--- src/rtl/template_matcher_if.sv ---
// Bundles the matcher's control handshake and its two synchronous read ports.
// The slave modport is the matcher. The master modport is the buffer/transmit side that drives it.
interface template_matcher_if #(
    parameter int unsigned SAMPLE_W = 10,
    parameter int unsigned ACC_W    = 22
) ();
    logic                start;
    logic                ack;
    logic [10:0]         audio_addr;
    logic [SAMPLE_W-1:0] audio_data;
    logic [12:0]         tmpl_addr;
    logic [SAMPLE_W-1:0] tmpl_data;
    logic                busy;
    logic                done;
    logic [3:0]          result;
    logic [ACC_W-1:0]    score;

    modport master (
        output start, ack, audio_data, tmpl_data,
        input  audio_addr, tmpl_addr, busy, done, result, score
    );

    modport slave (
        input  start, ack, audio_data, tmpl_data,
        output audio_addr, tmpl_addr, busy, done, result, score
    );
endinterface

--- src/rtl/template_matcher.sv ---
// SAD template matcher: scores the input buffer against each stored template.
// Reports the best index, or 4'hF when even the best score exceeds THRESH.
module template_matcher #(
    parameter int unsigned       N_SAMPLES = 2000,
    parameter int unsigned       N_WORDS   = 4,
    parameter int unsigned       SAMPLE_W  = 10,
    parameter int unsigned       ACC_W     = 22,
    parameter logic [ACC_W-1:0]  THRESH    = 400000
) (
    input logic              clk,
    input logic              reset,
    template_matcher_if.slave bus
);

    typedef enum logic [2:0] {StIdle, StRun, StDrain, StCmp, StDone} state_t;

    state_t              state_q, state_d;
    logic [10:0]         j_q, j_d;
    logic [3:0]          w_q, w_d;
    logic [12:0]         base_q, base_d;
    logic [ACC_W-1:0]    acc_q, acc_d;
    logic [ACC_W-1:0]    best_score_q, best_score_d;
    logic [3:0]          best_idx_q, best_idx_d;
    logic                valid_q, valid_d;
    logic [10:0]         audio_addr_q, audio_addr_d;
    logic [12:0]         tmpl_addr_q, tmpl_addr_d;
    logic                busy_q, busy_d;
    logic                done_q, done_d;
    logic [3:0]          result_q, result_d;
    logic [ACC_W-1:0]    score_q, score_d;

    logic [SAMPLE_W-1:0] abs_diff;
    logic [ACC_W-1:0]    cmp_score;
    logic [3:0]          cmp_idx;

    always_comb begin
        abs_diff = (bus.audio_data >= bus.tmpl_data) ? bus.audio_data - bus.tmpl_data
                                                     : bus.tmpl_data - bus.audio_data;
        // Strict less-than keeps the lower index on ties.
        cmp_score = best_score_q;
        cmp_idx   = best_idx_q;
        if (acc_q < best_score_q) begin
            cmp_score = acc_q;
            cmp_idx   = w_q;
        end
    end

    always_comb begin
        state_d      = state_q;
        j_d          = j_q;
        w_d          = w_q;
        base_d       = base_q;
        acc_d        = acc_q;
        best_score_d = best_score_q;
        best_idx_d   = best_idx_q;
        audio_addr_d = audio_addr_q;
        tmpl_addr_d  = tmpl_addr_q;
        busy_d       = busy_q;
        done_d       = done_q;
        result_d     = result_q;
        score_d      = score_q;
        // Read data returns one cycle after each RUN address, so the sample issued in the last RUN
        // cycle lands in DRAIN.
        valid_d      = (state_q == StRun);
        if (valid_q) begin
            acc_d = acc_q + ACC_W'(abs_diff);
        end

        unique case (state_q)
            StIdle: begin
                if (bus.start) begin
                    state_d      = StRun;
                    j_d          = '0;
                    w_d          = '0;
                    base_d       = '0;
                    acc_d        = '0;
                    best_score_d = '1;
                    best_idx_d   = '0;
                    audio_addr_d = '0;
                    tmpl_addr_d  = '0;
                    busy_d       = 1'b1;
                end
            end
            StRun: begin
                if (j_q == 11'(N_SAMPLES - 1)) begin
                    state_d = StDrain;
                end else begin
                    j_d          = j_q + 11'd1;
                    audio_addr_d = j_q + 11'd1;
                    tmpl_addr_d  = tmpl_addr_q + 13'd1;
                end
            end
            StDrain: begin
                state_d = StCmp;
            end
            StCmp: begin
                best_score_d = cmp_score;
                best_idx_d   = cmp_idx;
                acc_d        = '0;
                j_d          = '0;
                if (w_q < 4'(N_WORDS - 1)) begin
                    w_d          = w_q + 4'd1;
                    base_d       = base_q + 13'(N_SAMPLES);
                    audio_addr_d = '0;
                    tmpl_addr_d  = base_q + 13'(N_SAMPLES);
                    state_d      = StRun;
                end else begin
                    state_d  = StDone;
                    busy_d   = 1'b0;
                    done_d   = 1'b1;
                    score_d  = cmp_score;
                    result_d = (cmp_score > THRESH) ? 4'hF : cmp_idx;
                end
            end
            StDone: begin
                if (bus.ack) begin
                    state_d = StIdle;
                    done_d  = 1'b0;
                end
            end
            default: state_d = StIdle;
        endcase
    end

    always_ff @(posedge clk) begin
        if (reset) begin
            state_q      <= StIdle;
            j_q          <= '0;
            w_q          <= '0;
            base_q       <= '0;
            acc_q        <= '0;
            best_score_q <= '0;
            best_idx_q   <= '0;
            valid_q      <= 1'b0;
            audio_addr_q <= '0;
            tmpl_addr_q  <= '0;
            busy_q       <= 1'b0;
            done_q       <= 1'b0;
            result_q     <= '0;
            score_q      <= '0;
        end else begin
            state_q      <= state_d;
            j_q          <= j_d;
            w_q          <= w_d;
            base_q       <= base_d;
            acc_q        <= acc_d;
            best_score_q <= best_score_d;
            best_idx_q   <= best_idx_d;
            valid_q      <= valid_d;
            audio_addr_q <= audio_addr_d;
            tmpl_addr_q  <= tmpl_addr_d;
            busy_q       <= busy_d;
            done_q       <= done_d;
            result_q     <= result_d;
            score_q      <= score_d;
        end
    end

    assign bus.audio_addr = audio_addr_q;
    assign bus.tmpl_addr  = tmpl_addr_q;
    assign bus.busy       = busy_q;
    assign bus.done       = done_q;
    assign bus.result     = result_q;
    assign bus.score      = score_q;

endmodule
--- src/flat_wrapper.sv ---
// flat-port wrapper written by rule: the top's interface ports become plain ports
module template_matcher_flat 
#(
    parameter int unsigned       N_SAMPLES = 2000,
    parameter int unsigned       N_WORDS   = 4,
    parameter int unsigned       SAMPLE_W  = 10,
    parameter int unsigned       ACC_W     = 22,
    parameter logic [ACC_W-1:0]  THRESH    = 400000
)
  (clk, reset, bus_start, bus_ack, bus_audio_data, bus_tmpl_data, bus_audio_addr, bus_tmpl_addr, bus_busy, bus_done, bus_result, bus_score);
  template_matcher_if #(.SAMPLE_W(SAMPLE_W), .ACC_W(ACC_W)) bus_i ();
  input logic clk;
  input logic reset;
  input wire logic [$bits(bus_i.start)-1:0] bus_start;
  input wire logic [$bits(bus_i.ack)-1:0] bus_ack;
  input wire logic [$bits(bus_i.audio_data)-1:0] bus_audio_data;
  input wire logic [$bits(bus_i.tmpl_data)-1:0] bus_tmpl_data;
  output wire logic [$bits(bus_i.audio_addr)-1:0] bus_audio_addr;
  output wire logic [$bits(bus_i.tmpl_addr)-1:0] bus_tmpl_addr;
  output wire logic [$bits(bus_i.busy)-1:0] bus_busy;
  output wire logic [$bits(bus_i.done)-1:0] bus_done;
  output wire logic [$bits(bus_i.result)-1:0] bus_result;
  output wire logic [$bits(bus_i.score)-1:0] bus_score;
  assign bus_i.start = bus_start;
  assign bus_i.ack = bus_ack;
  assign bus_i.audio_data = bus_audio_data;
  assign bus_i.tmpl_data = bus_tmpl_data;
  assign bus_audio_addr = bus_i.audio_addr;
  assign bus_tmpl_addr = bus_i.tmpl_addr;
  assign bus_busy = bus_i.busy;
  assign bus_done = bus_i.done;
  assign bus_result = bus_i.result;
  assign bus_score = bus_i.score;
  template_matcher #(.N_SAMPLES(N_SAMPLES), .N_WORDS(N_WORDS), .SAMPLE_W(SAMPLE_W), .ACC_W(ACC_W), .THRESH(THRESH)) u_core (.clk(clk), .reset(reset), .bus(bus_i));
endmodule
--- config.mk ---
export PLATFORM = sky130hd
export DESIGN_NAME = template_matcher_flat
export DESIGN_NICKNAME = d
export VERILOG_FILES = /design/src/rtl/template_matcher_if.sv /design/src/rtl/template_matcher.sv /design/src/flat_wrapper.sv
export SDC_FILE = /design/constraint.sdc
export NUM_CORES = 1
export LEC_CHECK = 0
export CAP_MARGIN = 10
export CORE_MARGIN = 5
export CORE_UTILIZATION = 30
export DETAILED_ROUTE_END_ITERATION = 12
export DONT_BUFFER_PORTS = 1
export HOLD_SLACK_MARGIN = 0.06
export SYNTH_ARGS = -nofsm -noshare
export SYNTH_HDL_FRONTEND = slang
export SYNTH_SLANG_ARGS = --single-unit
--- constraint.sdc ---
create_clock -name clk -period 3.9 [get_ports clk]
set_clock_uncertainty 0.2 [all_clocks]
set_input_delay 0.39 -clock clk [delete_from_list [all_inputs] [get_ports clk]]
set_output_delay 0.39 -clock clk [all_outputs]
set_load 0.05 [all_outputs]
---- After elaboration in Yosys (flattened, before gate mapping) ----
Index checks and enable logic that the tools add are counted.
word-level totals
  register bits ........................... 132
  memories ................................ 0
  bits in read-only memories .............. 0
  output and inout bits ................... 52
  bits in writable memories ............... 0
  bits in latches ......................... 0
operators by class
  equality and inequality tests ........... 11
  reductions and logical operators ........ 12
  order comparisons ....................... 4
  div/mod/pow operators ................... 0
  bitwise logic cells ..................... 1
  shifts and indexed selects .............. 0
  add/subtract/negate cells ............... 7
  multipliers ............................. 0
  mux-type cells .......................... 34
operator list
  kind                    count
  $mux 22                 4
  $pmux 22 s2             2
  $pmux 11 s3             2
  $mux 13                 3
  $pmux 13 s3             1
  $mux 11                 3
  $pmux 13 s2             1
  $add 22x10->22          1
  $gt 22x19->1 const B    1
  $lt 22x22->1            1
  $sub 10x10->10          2
  $mux 4                  4
  $pmux 4 s2              2
  $pmux 3 s5              1
  $reduce_and 3->1        5
  $add 13x1->13 const B   1
  $add 13x11->13 const B  1
  $mux 3                  4
  $add 11x1->11 const B   1
  $eq 11x11->1 const B    1
  $ge 10x10->1            1
  $mux 10                 1
  $ne 2x2->1 const B      5
  $eq 3x2->1 const B      2
  13 further kinds        19

---- Depth between registers and ports, before layout ----
  word-level depth ........................ 6
  gate-level depth with buffers ........... 20
  mapped depth without buffers ............ 19

---- Least setup slack after synthesis ----
Ideal clock, no wire load.
  path kind ............................... input -> register
  start ................................... input bus_audio_data[0]
  end ..................................... register u_core.acc_q[12]
  path buffers ............................ 1
  arrival time ............................ 3.995 ns
  stages .................................. 19
  library setup time ...................... 0.128 ns
  setup slack ............................. -0.423 ns
  cells stage by stage .................... inv_1 -> ha_1 -> inv_1 -> fa_1 -> a21oi_1 -> o21ai_1 -> a311oi_4 -> nor2_2 -> buf_2 -> mux2_2 -> fa_1 -> a21o_1 -> a21oi_1 -> o21bai_1 -> a2111o_1 -> nand3_1 -> a21boi_0 -> xnor2_1 -> nor2_1
on the way
  word-level cells in the longest chain between the ends .. 6
  elaborated cells on any way between the ends .. 8
  classes of those cells .................. add/sub: 3; order compare: 1; mux: 4
ends and longest elaborated chain
  what                                    line                     RTL
  start: declaration                      flat_wrapper.sv:16       input wire logic [$bits(bus_i.audio_data)-1:0] bus_audio_data;
  $sub 10x10->10 (tied with other cells)  template_matcher.sv:38   : bus.tmpl_data - bus.audio_data;
  $mux 10 *                               template_matcher.sv:37   abs_diff = (bus.audio_data >= bus.tmpl_data) ? bus.audio_data - bus.tmpl_data
  $add 22x10->22 *                        template_matcher.sv:66   acc_d = acc_q + ACC_W'(abs_diff);
  $mux 22 *                               template_matcher.sv:65   if (valid_q) begin
  $mux 22                                 template_matcher.sv:71   if (bus.start) begin
  $pmux 22 s2 *                           template_matcher.sv:69   unique case (state_q)
  end signal: assignment                  template_matcher.sv:131  acc_q <= '0;
  end signal: assignment                  template_matcher.sv:146  acc_q <= acc_d;
  end: declaration                        template_matcher.sv:21   logic [ACC_W-1:0] acc_q, acc_d;
Every way passes the cells marked *; elsewhere a longest branch is shown, timed or not.
A chain may end at the register's enable or synchronous reset.

---- Worst setup path in the final report ----
  start ................................... input bus_audio_data[0]
  end ..................................... register u_core.acc_q[10]
Same word-level chain as after synthesis.

==> impl_metrics.ini <==
[run_status]
run_status = finished, final reports clean

[global_routing]
antenna_violations_before_repair = 0
grt_start_max_net_pins = 107
number_of_global_route_vias_before_repair = 6211
grt_usage_pct = 13.1
grt.overflow.total = 0
grt_pass1_wl_um = 31100

[floorplan]
top_level_i_o_count = 76
dieArea_um2 = 28200
floorplan.initialDensity_pct = 30.6
placementRows = 57
design.core.area_um2 = 24500
floorplan.die.width_um = 168
floorplan.die.height_um = 168

[critical_path]
worst-path-max-fanout = 5
setup.worst_path.end_class = flop
rr_startpoint = u_core.acc_q[11]
timing.critical_path.required_ns = 3.99
cp_data_arrival_time_ns = 3.74
worstSetupStartpointType = input pin
worst_setup_path_startpoint = bus_audio_data[0]
timing.reg2reg.setup_slack_ns = 0.85
crit_type = in -> reg

[power_and_ir_drop]
powerDensity_nw_per_um2 = 469
cellLeakagePower_nw = 3.72
totalPowerFinal_w = 0.00414
vdd.ir_drop.worst_mv = 0.331

[routing]
highest-signal-layer = met4
met3_routed_length_um = 1100
met2_wirelength_um = 8670
drt-pass1-iter-count = 5
met1Wirelength_um = 8810
num_vias = 6433
detail_route.vias_per_cell = 5.08
wirelength_um = 18800
initialDrtViolationCount = 456
avgRoutedWirePerCell_um = 14.8
antenna_left = 0
drc = 0

[sta]
setup_total_negative_slack_ns = 0
fmaxAchievable_mhz = 274
timing.hold.ws_ns = 0.134
worst_slew_margin_rel_pct = 40.9
timing.final.max_slew_violations = 0
rsz0062_at_grt = true
finalSetupViolations = 0
max_slew.worst_pin.slew_ns = 0.886
final_period_minus_worst_setup_slack_ns = 3.65
hold_violations = 0
postLayoutSetupSlackWorst_ns = 0.251
min_period_over_period_pct = 93.6

[clock_network]
clock_tree.root_cell = clkbuf_16
cts_max_path_buffers = 2
cts.sink_count = 128
clk_pin_slew_worst_paths_ns = 0.06
h-tree-depth = 4
tritoncts_clock_tree = yes
cts_buffers = 17
clkLatencyLatePin_ns = 0.43

[synth]
edff_count_synth = 0
post_synth.cell_area_avg_um2 = 8.19
synth_fp_nets = 995
syn_inst = 914
synth_cell_type_count = 63
synth_seq_area_share_pct = 34.2
ys_seq_elements = 128
syn-cell-area_um2 = 7490
async_flop_share_pct = 0
postSynth.topFlopCell = dfxtp_1
synth.yosys.warnings = 0

[finish]
fin_area_um2 = 8820
layout.cells.most_common = dfxtp_1
most_frequent_cells_in_the_layout = dfxtp_1 (128), nor2_1 (122), nand2_1 (71)
antenna_diode_count = 0
drive_gt1_share_pct = 12.3
area_growth_pct = 17.8
design.final.nets = 1011

[placed_design]
gp_congestion = 0.837
port_buffers = 0
placed_cell_area_um2 = 8040
hpwlAfterDp_um = 13400
dp_slack_ns = -0.263

[run]
maxCapViolations = 0

[min_path]
timing.hold.worst.class = in -> reg
min_from = reset
==> worst max-delay path, cell delays in order <==
cell,delay [ns]
inv_1,0.03
ha_1,0.12
inv_1,0.06
fa_2,0.35
a21oi_2,0.17
o21ai_2,0.09
a311oi_4,0.32
nor2_4,0.10
buf_6,0.14
mux2_4,0.31
fa_2,0.34
a21o_1,0.19
a21oi_2,0.14
o21bai_1,0.10
a2111o_1,0.43
a31oi_1,0.17
o21ai_1,0.09
xnor2_1,0.14
nor2_1,0.05
==> timing repair <==
item	4_1_cts	5_1_grt
buffers inserted	0	4
hold endpoints to repair	106	0
resized for setup	0	12
hold buffers	2	0
setup endpoints to repair	0	13
==> logic make-up (layout without fill, tap and decap cells) <==
group | after synthesis | after routing | share of synthesized area (%)
AND/OR/NAND/NOR | 317 | 317 | 19.7
AO/OA/AOI/OAI | 223 | 223 | 19.7
flip-flops | 128 | 128 | 34.2
XOR/XNOR | 37 | 37 | 4.33
buffers and inverters | 106 | 135 | 5.86
multiplexers | 46 | 46 | 6.32
adder cells (fa/ha/maj) | 57 | 57 | 9.82
==> final timing paths <==
check	cells past startpoint	to
worst max-delay path	19	u_core.acc_q[10]
worst min-delay path	4	u_core.acc_q[17]
worst max register to register	10	u_core.bus.result[0]
worst min register to register	2	u_core.best_idx_q[2]
==> metrics by stage <==
stage	instances	utilization, %
4_1_cts	1263	35.7
5_1_grt	1267	36.1
3_3_place_gp	1229	32.9
6_report	1267	36.1
3_5_place_dp	1229	32.9
2_1_floorplan	914	-
==> metal layers <==
layer	global-route usage, %	up-vias
met3	3.68	19
met4	4.02	0
met1	16.9	3009
met2	21.5	135
li1	-	3270
met5	0	-
==> synth_stat cells (5+ instances only) <==
cell type	n	area, um2
o21ai_0	34	170
nand4_1	9	56.3
o21ai_1	5	25.0
xor2_1	12	105
ha_1	54	676
buf_2	9	45.0
a21oi_1	73	365
nand2_1	71	267
mux2i_1	42	420
a22oi_1	8	60.1
xnor2_1	25	219
clkbuf_1	36	135
nand3b_1	6	45.0
and3_1	17	106
nor3_1	20	100
dfxtp_1	128	2560
a311oi_1	21	184
nor2_1	123	462
and2_1	5	31.3
a21o_1	13	97.6
inv_1	51	191
nand2b_1	7	43.8
nor4_1	5	31.3
nand3_1	29	145
buf_4	6	45.0
a211oi_1	30	225
a31oi_1	7	43.8
==> final cells by class <==
| class | instances | area (um2) |
|---|---|---|
| fillers | 2503 | 15600 |
| multi-input cells | 680 | 4590 |
| flip-flops and latches | 128 | 2560 |
| clock buffers | 19 | 453 |
| repair buffers | 52 | 417 |
| well taps | 324 | 405 |
| clock inverters | 13 | 210 |
| inverters | 51 | 191 |
==> state kept, by name, indices dropped and copies added (netlist names) <==
register               flops
u_core.acc_q              22
u_core.base_q              9
u_core.best_idx_q          4
u_core.best_score_q       22
u_core.bus.audio_addr     11
u_core.bus.busy            1
u_core.bus.done            1
u_core.bus.result          4
u_core.bus.score          22
u_core.bus.tmpl_addr      13
u_core.j_q                11
u_core.state_q             3
u_core.valid_q             1
u_core.w_q                 4
==> power breakdown <==
| part | total [W] | leakage, nW | internal (W) | switching, W |
|---|---|---|---|---|
| clock network | 0.00177 | 0.319 | 0.00117 | 0.000606 |
| logic | 0.000870 | 2.37 | 0.000379 | 0.000491 |
| registers | 0.00150 | 1.04 | 0.00138 | 0.000116 |
Note: power is estimated with default switching activity, not from simulation.
